[config.mk]
export PLATFORM = sky130hd
export DESIGN_NAME = sync_fifo_native_flat
export DESIGN_NICKNAME = d
export VERILOG_FILES = /design/src/rtl/sync_fifo_native_pkg.sv /design/src/rtl/sync_fifo_native_if.sv /design/src/rtl/sync_fifo_native_ptr_ctrl.sv /design/src/rtl/sync_fifo_native.sv /design/src/flat_wrapper.sv
export SDC_FILE = /design/constraint.sdc
export NUM_CORES = 2
export LEC_CHECK = 0
export BUFFER_PORTS_ARGS = -buffer_cell sky130_fd_sc_hd__buf_2
export CAP_MARGIN = 20
export CORE_MARGIN = 10
export CORE_UTILIZATION = 45
export DETAILED_ROUTE_END_ITERATION = 8
export GPL_TIMING_DRIVEN = 1
export HOLD_SLACK_MARGIN = 0.1
export PLACE_DENSITY_LB_ADDON = 0.2
export SYNTH_ARGS = -nofsm -noshare
export SYNTH_HDL_FRONTEND = slang
export SYNTH_SLANG_ARGS = --single-unit
export TNS_END_PERCENT = 10
[constraint.sdc]
create_clock -name clk -period 9.1 [get_ports clk]
set_input_delay 1.82 -clock clk [delete_from_list [all_inputs] [get_ports clk]]
set_output_delay 1.82 -clock clk [all_outputs]
set_load 0.05 [all_outputs]
[src/rtl/sync_fifo_native_pkg.sv]
// Shared constants and helpers for the native-interface synchronous FIFO.
package fifo_pkg;

    localparam int FIFO_STD  = 0;
    localparam int FIFO_FWFT = 1;

    // Occupancy needs one bit more than a pointer so that DEPTH itself is representable.
    function automatic int cnt_w(input int depth);
        return $clog2(depth) + 1;
    endfunction

endpackage

[src/rtl/sync_fifo_native_if.sv]
// Native wr_en/rd_en FIFO bus: producer/consumer side is master, FIFO is slave.
interface sync_fifo_native_if
    import fifo_pkg::*;
#(
    parameter int DATA_W = 64,
    parameter int DEPTH  = 32
);
    localparam int CW = cnt_w(DEPTH);

    logic              wr_en;
    logic [DATA_W-1:0] din;
    logic              rd_en;
    logic [DATA_W-1:0] dout;
    logic              valid;
    logic              full;
    logic              empty;
    logic              almost_full;
    logic              almost_empty;
    logic [CW-1:0]     count;
    logic              overflow;
    logic              underflow;

    modport master (
        output wr_en, din, rd_en,
        input  dout, valid, full, empty, almost_full, almost_empty, count, overflow, underflow
    );

    modport slave (
        input  wr_en, din, rd_en,
        output dout, valid, full, empty, almost_full, almost_empty, count, overflow, underflow
    );

endinterface

[src/rtl/sync_fifo_native_ptr_ctrl.sv]
// Pointer, occupancy, status-flag and sticky error-flag registers of the FIFO.
module fifo_ptr_ctrl
    import fifo_pkg::*;
#(
    parameter  int DEPTH     = 32,
    parameter  int AF_THRESH = DEPTH - 4,
    parameter  int AE_THRESH = 4,
    localparam int PW        = $clog2(DEPTH),
    localparam int CW        = cnt_w(DEPTH)
) (
    input  logic          clk,
    input  logic          srst_n,
    input  logic          wr_en,
    input  logic          rd_en,
    output logic          wr_ok,
    output logic          rd_ok,
    output logic [PW-1:0] wr_ptr,
    output logic [PW-1:0] rd_ptr,
    output logic [CW-1:0] count,
    output logic          full,
    output logic          empty,
    output logic          almost_full,
    output logic          almost_empty,
    output logic          overflow,
    output logic          underflow
);

    localparam logic [CW-1:0] FULL_C = CW'(DEPTH);
    localparam logic [CW-1:0] AF_C   = CW'(AF_THRESH);
    localparam logic [CW-1:0] AE_C   = CW'(AE_THRESH);

    logic [PW-1:0] wr_ptr_q, rd_ptr_q;
    logic [CW-1:0] count_q, count_nxt;
    logic          full_q, empty_q, af_q, ae_q, ovf_q, unf_q;

    always_comb begin
        wr_ok     = wr_en && !full_q;
        rd_ok     = rd_en && !empty_q;
        count_nxt = count_q;
        case ({wr_ok, rd_ok})
            2'b10:   count_nxt = count_q + CW'(1);
            2'b01:   count_nxt = count_q - CW'(1);
            default: count_nxt = count_q;
        endcase
    end

    // Flags are registered from the post-update count so they never lag the occupancy.
    always_ff @(posedge clk) begin
        if (!srst_n) begin
            wr_ptr_q <= '0;
            rd_ptr_q <= '0;
            count_q  <= '0;
            full_q   <= 1'b0;
            empty_q  <= 1'b1;
            af_q     <= 1'b0;
            ae_q     <= 1'b1;
            ovf_q    <= 1'b0;
            unf_q    <= 1'b0;
        end else begin
            if (wr_ok) wr_ptr_q <= wr_ptr_q + PW'(1);
            if (rd_ok) rd_ptr_q <= rd_ptr_q + PW'(1);
            count_q <= count_nxt;
            full_q  <= (count_nxt == FULL_C);
            empty_q <= (count_nxt == '0);
            af_q    <= (count_nxt >= AF_C);
            ae_q    <= (count_nxt <= AE_C);
            if (wr_en && full_q)  ovf_q <= 1'b1;
            if (rd_en && empty_q) unf_q <= 1'b1;
        end
    end

    assign wr_ptr       = wr_ptr_q;
    assign rd_ptr       = rd_ptr_q;
    assign count        = count_q;
    assign full         = full_q;
    assign empty        = empty_q;
    assign almost_full  = af_q;
    assign almost_empty = ae_q;
    assign overflow     = ovf_q;
    assign underflow    = unf_q;

endmodule

[src/rtl/sync_fifo_native.sv]
// Generic-width synchronous FIFO with native interface; storage array and read-data path.
module sync_fifo_native
    import fifo_pkg::*;
#(
    parameter int DATA_W    = 64,
    parameter int DEPTH     = 32,
    parameter int FWFT      = FIFO_STD,
    parameter int AF_THRESH = DEPTH - 4,
    parameter int AE_THRESH = 4
) (
    input  logic               clk,
    input  logic               srst_n,
    sync_fifo_native_if.slave  bus
);

    localparam int PW = $clog2(DEPTH);
    localparam int CW = cnt_w(DEPTH);

    logic [DATA_W-1:0] mem [DEPTH];
    logic              wr_ok, rd_ok;
    logic [PW-1:0]     wr_ptr, rd_ptr;
    logic [CW-1:0]     count;
    logic              full, empty, almost_full, almost_empty, overflow, underflow;

    fifo_ptr_ctrl #(
        .DEPTH     (DEPTH),
        .AF_THRESH (AF_THRESH),
        .AE_THRESH (AE_THRESH)
    ) u_ctrl (
        .clk          (clk),
        .srst_n       (srst_n),
        .wr_en        (bus.wr_en),
        .rd_en        (bus.rd_en),
        .wr_ok        (wr_ok),
        .rd_ok        (rd_ok),
        .wr_ptr       (wr_ptr),
        .rd_ptr       (rd_ptr),
        .count        (count),
        .full         (full),
        .empty        (empty),
        .almost_full  (almost_full),
        .almost_empty (almost_empty),
        .overflow     (overflow),
        .underflow    (underflow)
    );

    always_ff @(posedge clk) begin
        if (srst_n && wr_ok) mem[wr_ptr] <= bus.din;
    end

    if (FWFT == FIFO_FWFT) begin : g_fwft
        // Head word is presented combinationally; rd_en only acknowledges it.
        logic unused_rd_ok;
        assign unused_rd_ok = rd_ok;
        assign bus.dout     = empty ? '0 : mem[rd_ptr];
        assign bus.valid    = !empty;
    end else begin : g_std
        logic [DATA_W-1:0] dout_q;
        logic              valid_q;
        always_ff @(posedge clk) begin
            if (!srst_n) begin
                dout_q  <= '0;
                valid_q <= 1'b0;
            end else begin
                valid_q <= rd_ok;
                if (rd_ok) dout_q <= mem[rd_ptr];
            end
        end
        assign bus.dout  = dout_q;
        assign bus.valid = valid_q;
    end

    assign bus.count        = count;
    assign bus.full         = full;
    assign bus.empty        = empty;
    assign bus.almost_full  = almost_full;
    assign bus.almost_empty = almost_empty;
    assign bus.overflow     = overflow;
    assign bus.underflow    = underflow;

endmodule

[src/flat_wrapper.sv]
// flat-port wrapper written by rule: the top's interface ports become plain ports
module sync_fifo_native_flat import fifo_pkg::*;
#(
    parameter int DATA_W    = 64,
    parameter int DEPTH     = 32,
    parameter int FWFT      = FIFO_STD,
    parameter int AF_THRESH = DEPTH - 4,
    parameter int AE_THRESH = 4
)
  (clk, srst_n, bus_wr_en, bus_din, bus_rd_en, bus_dout, bus_valid, bus_full, bus_empty, bus_almost_full, bus_almost_empty, bus_count, bus_overflow, bus_underflow);
  sync_fifo_native_if #(.DATA_W(DATA_W), .DEPTH(DEPTH)) bus_i ();
  input  logic clk;
  input  logic srst_n;
  input wire logic [$bits(bus_i.wr_en)-1:0] bus_wr_en;
  input wire logic [$bits(bus_i.din)-1:0] bus_din;
  input wire logic [$bits(bus_i.rd_en)-1:0] bus_rd_en;
  output wire logic [$bits(bus_i.dout)-1:0] bus_dout;
  output wire logic [$bits(bus_i.valid)-1:0] bus_valid;
  output wire logic [$bits(bus_i.full)-1:0] bus_full;
  output wire logic [$bits(bus_i.empty)-1:0] bus_empty;
  output wire logic [$bits(bus_i.almost_full)-1:0] bus_almost_full;
  output wire logic [$bits(bus_i.almost_empty)-1:0] bus_almost_empty;
  output wire logic [$bits(bus_i.count)-1:0] bus_count;
  output wire logic [$bits(bus_i.overflow)-1:0] bus_overflow;
  output wire logic [$bits(bus_i.underflow)-1:0] bus_underflow;
  assign bus_i.wr_en = bus_wr_en;
  assign bus_i.din = bus_din;
  assign bus_i.rd_en = bus_rd_en;
  assign bus_dout = bus_i.dout;
  assign bus_valid = bus_i.valid;
  assign bus_full = bus_i.full;
  assign bus_empty = bus_i.empty;
  assign bus_almost_full = bus_i.almost_full;
  assign bus_almost_empty = bus_i.almost_empty;
  assign bus_count = bus_i.count;
  assign bus_overflow = bus_i.overflow;
  assign bus_underflow = bus_i.underflow;
  sync_fifo_native #(.DATA_W(DATA_W), .DEPTH(DEPTH), .FWFT(FWFT), .AF_THRESH(AF_THRESH), .AE_THRESH(AE_THRESH)) u_core (.clk(clk), .srst_n(srst_n), .bus(bus_i));
endmodule
* Word-level counts from Yosys, hierarchy flattened
Memory sizes are Yosys's and may differ from the RTL's. A register that Yosys moved wholly into a read port is not among the register bits.
Index checks and enable logic that the tools add are counted.
** Storage, ports and cells
- Flip-flop bits (word level) :: 23
- Bits in writable memories :: 2048
- Output and inout port bits :: 77
- Word-level logic and storage cells :: 32
- Memories :: 1
** Cells by class
- Add/sub/neg operators :: 4
- $lt $le $gt $ge :: 2
- Equality and inequality tests :: 3
- Multiplexer cells :: 3
- Reductions and logical operators :: 9
** Memories
- u_core.mem :: depth 32, width 64, rd ports 1, clocked after memory_dff 1, write ports 1, RTL line sync_fifo_native.sv:19 : logic [DATA_W-1:0] mem [DEPTH];
** Operators with widths (count)
- case mux 6 bit (2 select lines) :: 1
- adder 5 x 1 -> 5 bit, second input constant :: 2
- adder 6 x 1 -> 6 bit, second input constant :: 1
- == test 6 bit, second input constant :: 1
- >= comparator 6 x 5 -> 1 bit, second input constant :: 1
- <= comparator 6 x 3 -> 1 bit, second input constant :: 1
- zero test 6 bit :: 1
- subtractor 6 x 1 -> 6 bit, second input constant :: 1
- logical AND 1 bit :: 5
- zero test 1 bit :: 3
- == test 2 x 1 -> 1 bit, second input constant :: 1
- == test 2 bit, second input constant :: 1
- two-way mux 1 bit :: 2

* Logic depth before layout (Yosys ltp)
- Depth in word-level cells :: 5
- Depth in mapped cells :: 13

* By module
Synthesis repeated with hierarchy kept, for this count alone.
** Unflattened totals
- Cell total of the unflattened synthesis :: 4105
- Area, all modules :: 82248.9 µm²
** Modules (own cells, without submodules)
- sync_fifo_native :: times used 1, cells each 3980, area an instance 81149.1 µm², sequential area each 62800.2 µm²
- fifo_ptr_ctrl :: times used 1, cells each 125, area an instance 1099.8 µm², sequential area each 440.4 µm²

* Worst setup path before layout
No wires, ideal clock.
- Path kind :: input -> register
- From :: input port bus_wr_en
- To :: memory u_core.mem[14][0], enable pin
- Library setup time :: 487 ps
- Arrival time :: 5446 ps
- Required time :: 8613 ps
- Slack :: 3167 ps
- Stages :: 5
- Path buffers :: 2
- Path through :: nor2b_1 clkbuf_1 clkbuf_1 nand3_1 nor2_1
** On the way
- Cells in the longest elaborated chain, start to end :: 4
** Ends and longest elaborated chain
- start, declared :: RTL line flat_wrapper.sv:14 : input wire logic [$bits(bus_i.wr_en)-1:0] bus_wr_en;
- logical AND 1 bit :: RTL line sync_fifo_native_ptr_ctrl.sv:37 : wr_ok = wr_en && !full_q;
- logical AND 1 bit :: RTL line sync_fifo_native.sv:48 : if (srst_n && wr_ok) mem[wr_ptr] <= bus.din;
- two-way mux 1 bit :: RTL line sync_fifo_native.sv:48
- two-way mux 1 bit (implied by the code) :: RTL line sync_fifo_native.sv:48
- end, declared :: RTL line sync_fifo_native.sv:19
No other way between the ends.

* Worst setup path after layout
- From :: input port bus_wr_en
- To :: memory u_core.mem[18][4], enable pin
The elaborated chain is that of the path after synthesis.

==> results.py <==
metrics = {
    "outcome": {
        "outcome": "complete, but fails checks",
        "failed_checks": "antenna violations",
    },
    "timing": {
        "final_min_period_over_clock_period_pct": 49.17,
        "hold_slack_ps": 452.5,
        "setup_viol": 0,
        "finalMaxSlewViolations": 0,
        "worst_slew_margin_pct": 27.87,
        "hold_violations": 0,
        "layout_min_cycle_time_ps": 4474,
        "worstMarginPinSlew_ps": 1082,
        "rsz0062_at_grt": "false",
        "final.setup.worst_slack_ps": 4626,
        "tns_ps": 0,
        "achievable-frequency_mhz": 223.5,
        "worst_clock_skew_ps": 41.90,
    },
    "drt": {
        "ant_nets": 1,
        "finalWirelength_um": 199600,
        "detailroute.wirelength.met2_um": 93220,
        "drt-pass1-iter-count": 5,
        "topRoutingLayerUsed": "met5",
        "dr_total_vias": 38035,
        "remaining_design_rule_violation_count": 0,
        "met3_wirelength_from_detailed_routing_um": 16630,
        "routedWlPerCell_um": 31.12,
        "route.detailed.vias_per_inst": 5.929,
        "met1_length_um": 86180,
        "first_iter_violations": 4241,
    },
    "floorplan": {
        "core_area_sq_mm": 0.1788,
        "initial_core_util_pct": 45.29,
        "io_pins": 145,
        "die-width_um": 444.2,
        "die-height_um": 444.2,
        "core.rowCount": 155,
        "design.die.area_sq_mm": 0.1973,
    },
    "worst_setup_path": {
        "rrSetupSlack_ps": 5110,
        "critical_path_required_ps": 9580,
        "crit_fanout": 43,
        "crit_arrival_ps": 4950,
        "worstReg2RegStart": "u_core.u_ctrl.rd_ptr[1]",
        "worst_setup_path_end_kind": "flip-flop",
        "worst-r2r-cell-count": 7,
        "critPathKind": "input pin to flip-flop",
        "reg2reg_to": "u_core.bus.dout[18]",
        "worst_setup_path_start_kind": "input pin",
    },
    "clock_tree": {
        "cts_post_setup_buffers_inserted": 0,
        "clock_sink_count": 2135,
        "cts.hold.buffers_added": 0,
        "postCtsResizedCells": 0,
        "cts_inserted_buffers": 214,
        "cts-htree-levels": 4,
        "cts_max_path_buffers": 3,
        "cts.root.buffer_cell": "clkbuf_16",
        "tritoncts": "yes",
        "clk_pin_slew_ps": 60,
        "clk-insertion-delay-late_ps": 870,
    },
    "synth": {
        "synth-async-reset-ratio_pct": 0,
        "synth_most_common_cell": "edfxtp_1",
        "synth_top_area_cell": "edfxtp_1",
        "synthTopCellsByArea": "edfxtp_1, mux4_2, dfxtp_1",
        "commonest_cells_post_synth": "edfxtp_1, mux4_2, a21oi_1, clkbuf_1, a211oi_1",
        "synthesis.yosys.warnings": 0,
        "post-synth-top-area-fraction_pct": 75.93,
        "syn-num-nets": 3733,
        "synth_edf_count": 2048,
        "synth_flop_cell": "edfxtp_1",
        "yosysSeqAreaShare_pct": 78.08,
        "post_synth_inst_count": 3658,
        "syn_area_sq_mm": 0.08099,
        "synth_cell_types": 42,
        "syn-mean-instance-area_sq_um": 22.14,
        "postSynthRegisterBits": 2135,
    },
    "power": {
        "pwr-share-seq_pct": 50.2,
        "power.clock.fraction_pct": 38.8,
        "p_switching_w": 0.005179,
        "max-vdd-ir-drop_uv": 167.7,
        "leakagePower_nw": 27.77,
        "p_total_w": 0.02185,
        "combPwrFrac_pct": 11.0,
        "power_per_cell_area_mw_per_mm2": 239.1,
        "intPower_w": 0.01667,
        "sw_share_pct": 23.70,
    },
    "cells_and_area": {
        "flow.area_growth_from_synthesis_pct": 12.85,
        "share_of_post_route_cells_with_drive_strength_above_1_pct": 27.45,
        "combined_area_of_the_multi_input_logic_cells_sq_mm": 0.01700,
        "final.fill_count": 14014,
        "regArea_sq_mm": 0.06326,
        "final_core_util_pct": 51.11,
        "nNetsFinal": 3949,
    },
    "hold_path": {
        "hold_depth": 2,
        "min_delay_worst_endpoint": "u_core.bus.dout[2]",
        "holdCritPathClass": "flip-flop to flip-flop",
        "holdCritStartpoint": "u_core.bus.dout[2]",
    },
    "global_route": {
        "first_global_vias": 38752,
        "overflow": 0,
        "grt_util_all_layers_pct": 20.09,
        "grt_antenna_before_repair": 21,
        "grt_max_degree": 98,
        "global_route_wire_length_before_repair_um": 287200,
    },
    "placement": {
        "io_buffers": 144,
        "half_perimeter_wire_length_of_the_detailed_placement_result_um": 113700,
        "preCtsSetupSlack_ps": 3740,
        "globalplace.congestion": 0.7599,
    },
    "run": {
        "maxCapViolations": 0,
    },
}
[power by group through the flow]
stage | clock network, W | registers, W | logic (W)
3_3_place_gp | 0 | 0.0112 | 0.00244
6_report | 0.00849 | 0.0110 | 0.00240
4_1_cts | 0.00865 | 0.0110 | 0.00246
5_1_grt | 0.00905 | 0.0110 | 0.00259
2_1_floorplan | 0 | 0.0113 | 0.00151
3_5_place_dp | 0 | 0.0112 | 0.00245
[logic make-up (layout without fill, tap and decap cells)]
| logic type | count (synthesis) | after routing | share of synthesized area (%) |
|---|---|---|---|
| xor+xnor | 12 | 12 | 0.1298 |
| compound gates | 412 | 412 | 3.235 |
| other cells | 0 | 6 | 0 |
| buf+inv | 229 | 625 | 1.256 |
| mux | 621 | 621 | 15.73 |
| fa+ha+maj | 7 | 7 | 0.1081 |
| simple gates | 242 | 242 | 1.463 |
| flops | 2135 | 2135 | 78.08 |
[layout by cell type (no fill, tap or decap), types with 5 or more instances in the layout]
| cell | instances |
|---|---|
| edfxtp_1 | 2048 |
| mux4_2 | 517 |
| clkbuf_16 | 218 |
| buf_2 | 143 |
| a21oi_1 | 132 |
| a211oi_1 | 91 |
| a22oi_1 | 82 |
| dfxtp_1 | 82 |
| buf_4 | 73 |
| nand2_1 | 70 |
| nor2b_1 | 68 |
| mux2i_1 | 63 |
| clkbuf_1 | 56 |
| clkinv_1 | 52 |
| o21ai_0 | 47 |
| mux2_2 | 41 |
| clkinv_2 | 34 |
| nor2_4 | 33 |
| nor2_1 | 29 |
| o22ai_1 | 23 |
| o31ai_1 | 21 |
| bufinv_16 | 13 |
| xnor2_1 | 12 |
| and2_1 | 9 |
| nand3_1 | 7 |
| ha_1 | 7 |
| diode_2 | 6 |
| inv_1 | 6 |
| clkbuf_8 | 6 |
| buf_12 | 6 |
| nand2b_1 | 5 |
| nand4_1 | 5 |
| dfxtp_4 | 5 |
[state kept, by name, summed over array words and instances (netlist names)]
| signal | flops |
|---|---|
| u_core.u_ctrl.almost_empty | 1 |
| u_core.u_ctrl.rd_ptr | 5 |
| u_core.u_ctrl.empty | 1 |
| u_core.u_ctrl.underflow | 1 |
| u_core.u_ctrl.full | 1 |
| u_core.u_ctrl.overflow | 1 |
| u_core.u_ctrl.count | 6 |
| u_core.mem | 2048 |
| u_core.bus.dout | 64 |
| u_core.u_ctrl.almost_full | 1 |
| u_core.bus.valid | 1 |
| u_core.u_ctrl.wr_ptr | 5 |
[how the worst max path moves through the flow]
stage               startpoint            endpoint  slack, ps  cells after the start
finish               bus_wr_en   u_core.mem[18][4]       4630                      6
global route         bus_wr_en   u_core.mem[18][2]       4450                      6
CTS                  bus_wr_en  u_core.mem[18][24]       4650                      6
detailed placement   bus_wr_en  u_core.mem[18][62]       3740                      6
global placement     bus_wr_en   u_core.mem[18][4]       3730                      6
floorplan            bus_wr_en   u_core.mem[14][0]       3170                      5
[metal layers]
layer	track usage (%)	vias to the layer above
li1	-	15909
met1	29.06	20551
met3	5.285	243
met5	0	-
met4	4.404	14
met2	30.81	1318
[worst max-delay path: stages]
cell     delay (ps)
buf_2            90
nor2b_1         130
buf_4           240
nand3_1         730
nor2_4         1000
buf_4           840
[through the flow]
| stage | area [sq um] | instances |
|---|---|---|
| floorplan | 80990 | 3658 |
| global placement | 84610 | 6012 |
| detailed placement | 84610 | 6012 |
| CTS | 91380 | 6408 |
| global route | 91380 | 6409 |
| finish | 91400 | 6415 |
[area by class of cell]
| cell class | instances | area share, % |
|---|---|---|
| Sequential cell | 2135 | 69.21 |
| Tap cell | 2355 | 3.224 |
| Inverter | 7 | 0.03149 |
| Clock inverter | 116 | 1.113 |
| Multi-Input combinational cell | 1294 | 18.60 |
| Antenna cell | 6 | 0.01643 |
| Timing Repair Buffer | 222 | 1.514 |
| Clock buffer | 280 | 6.289 |
(Power assumes the default switching activity.)
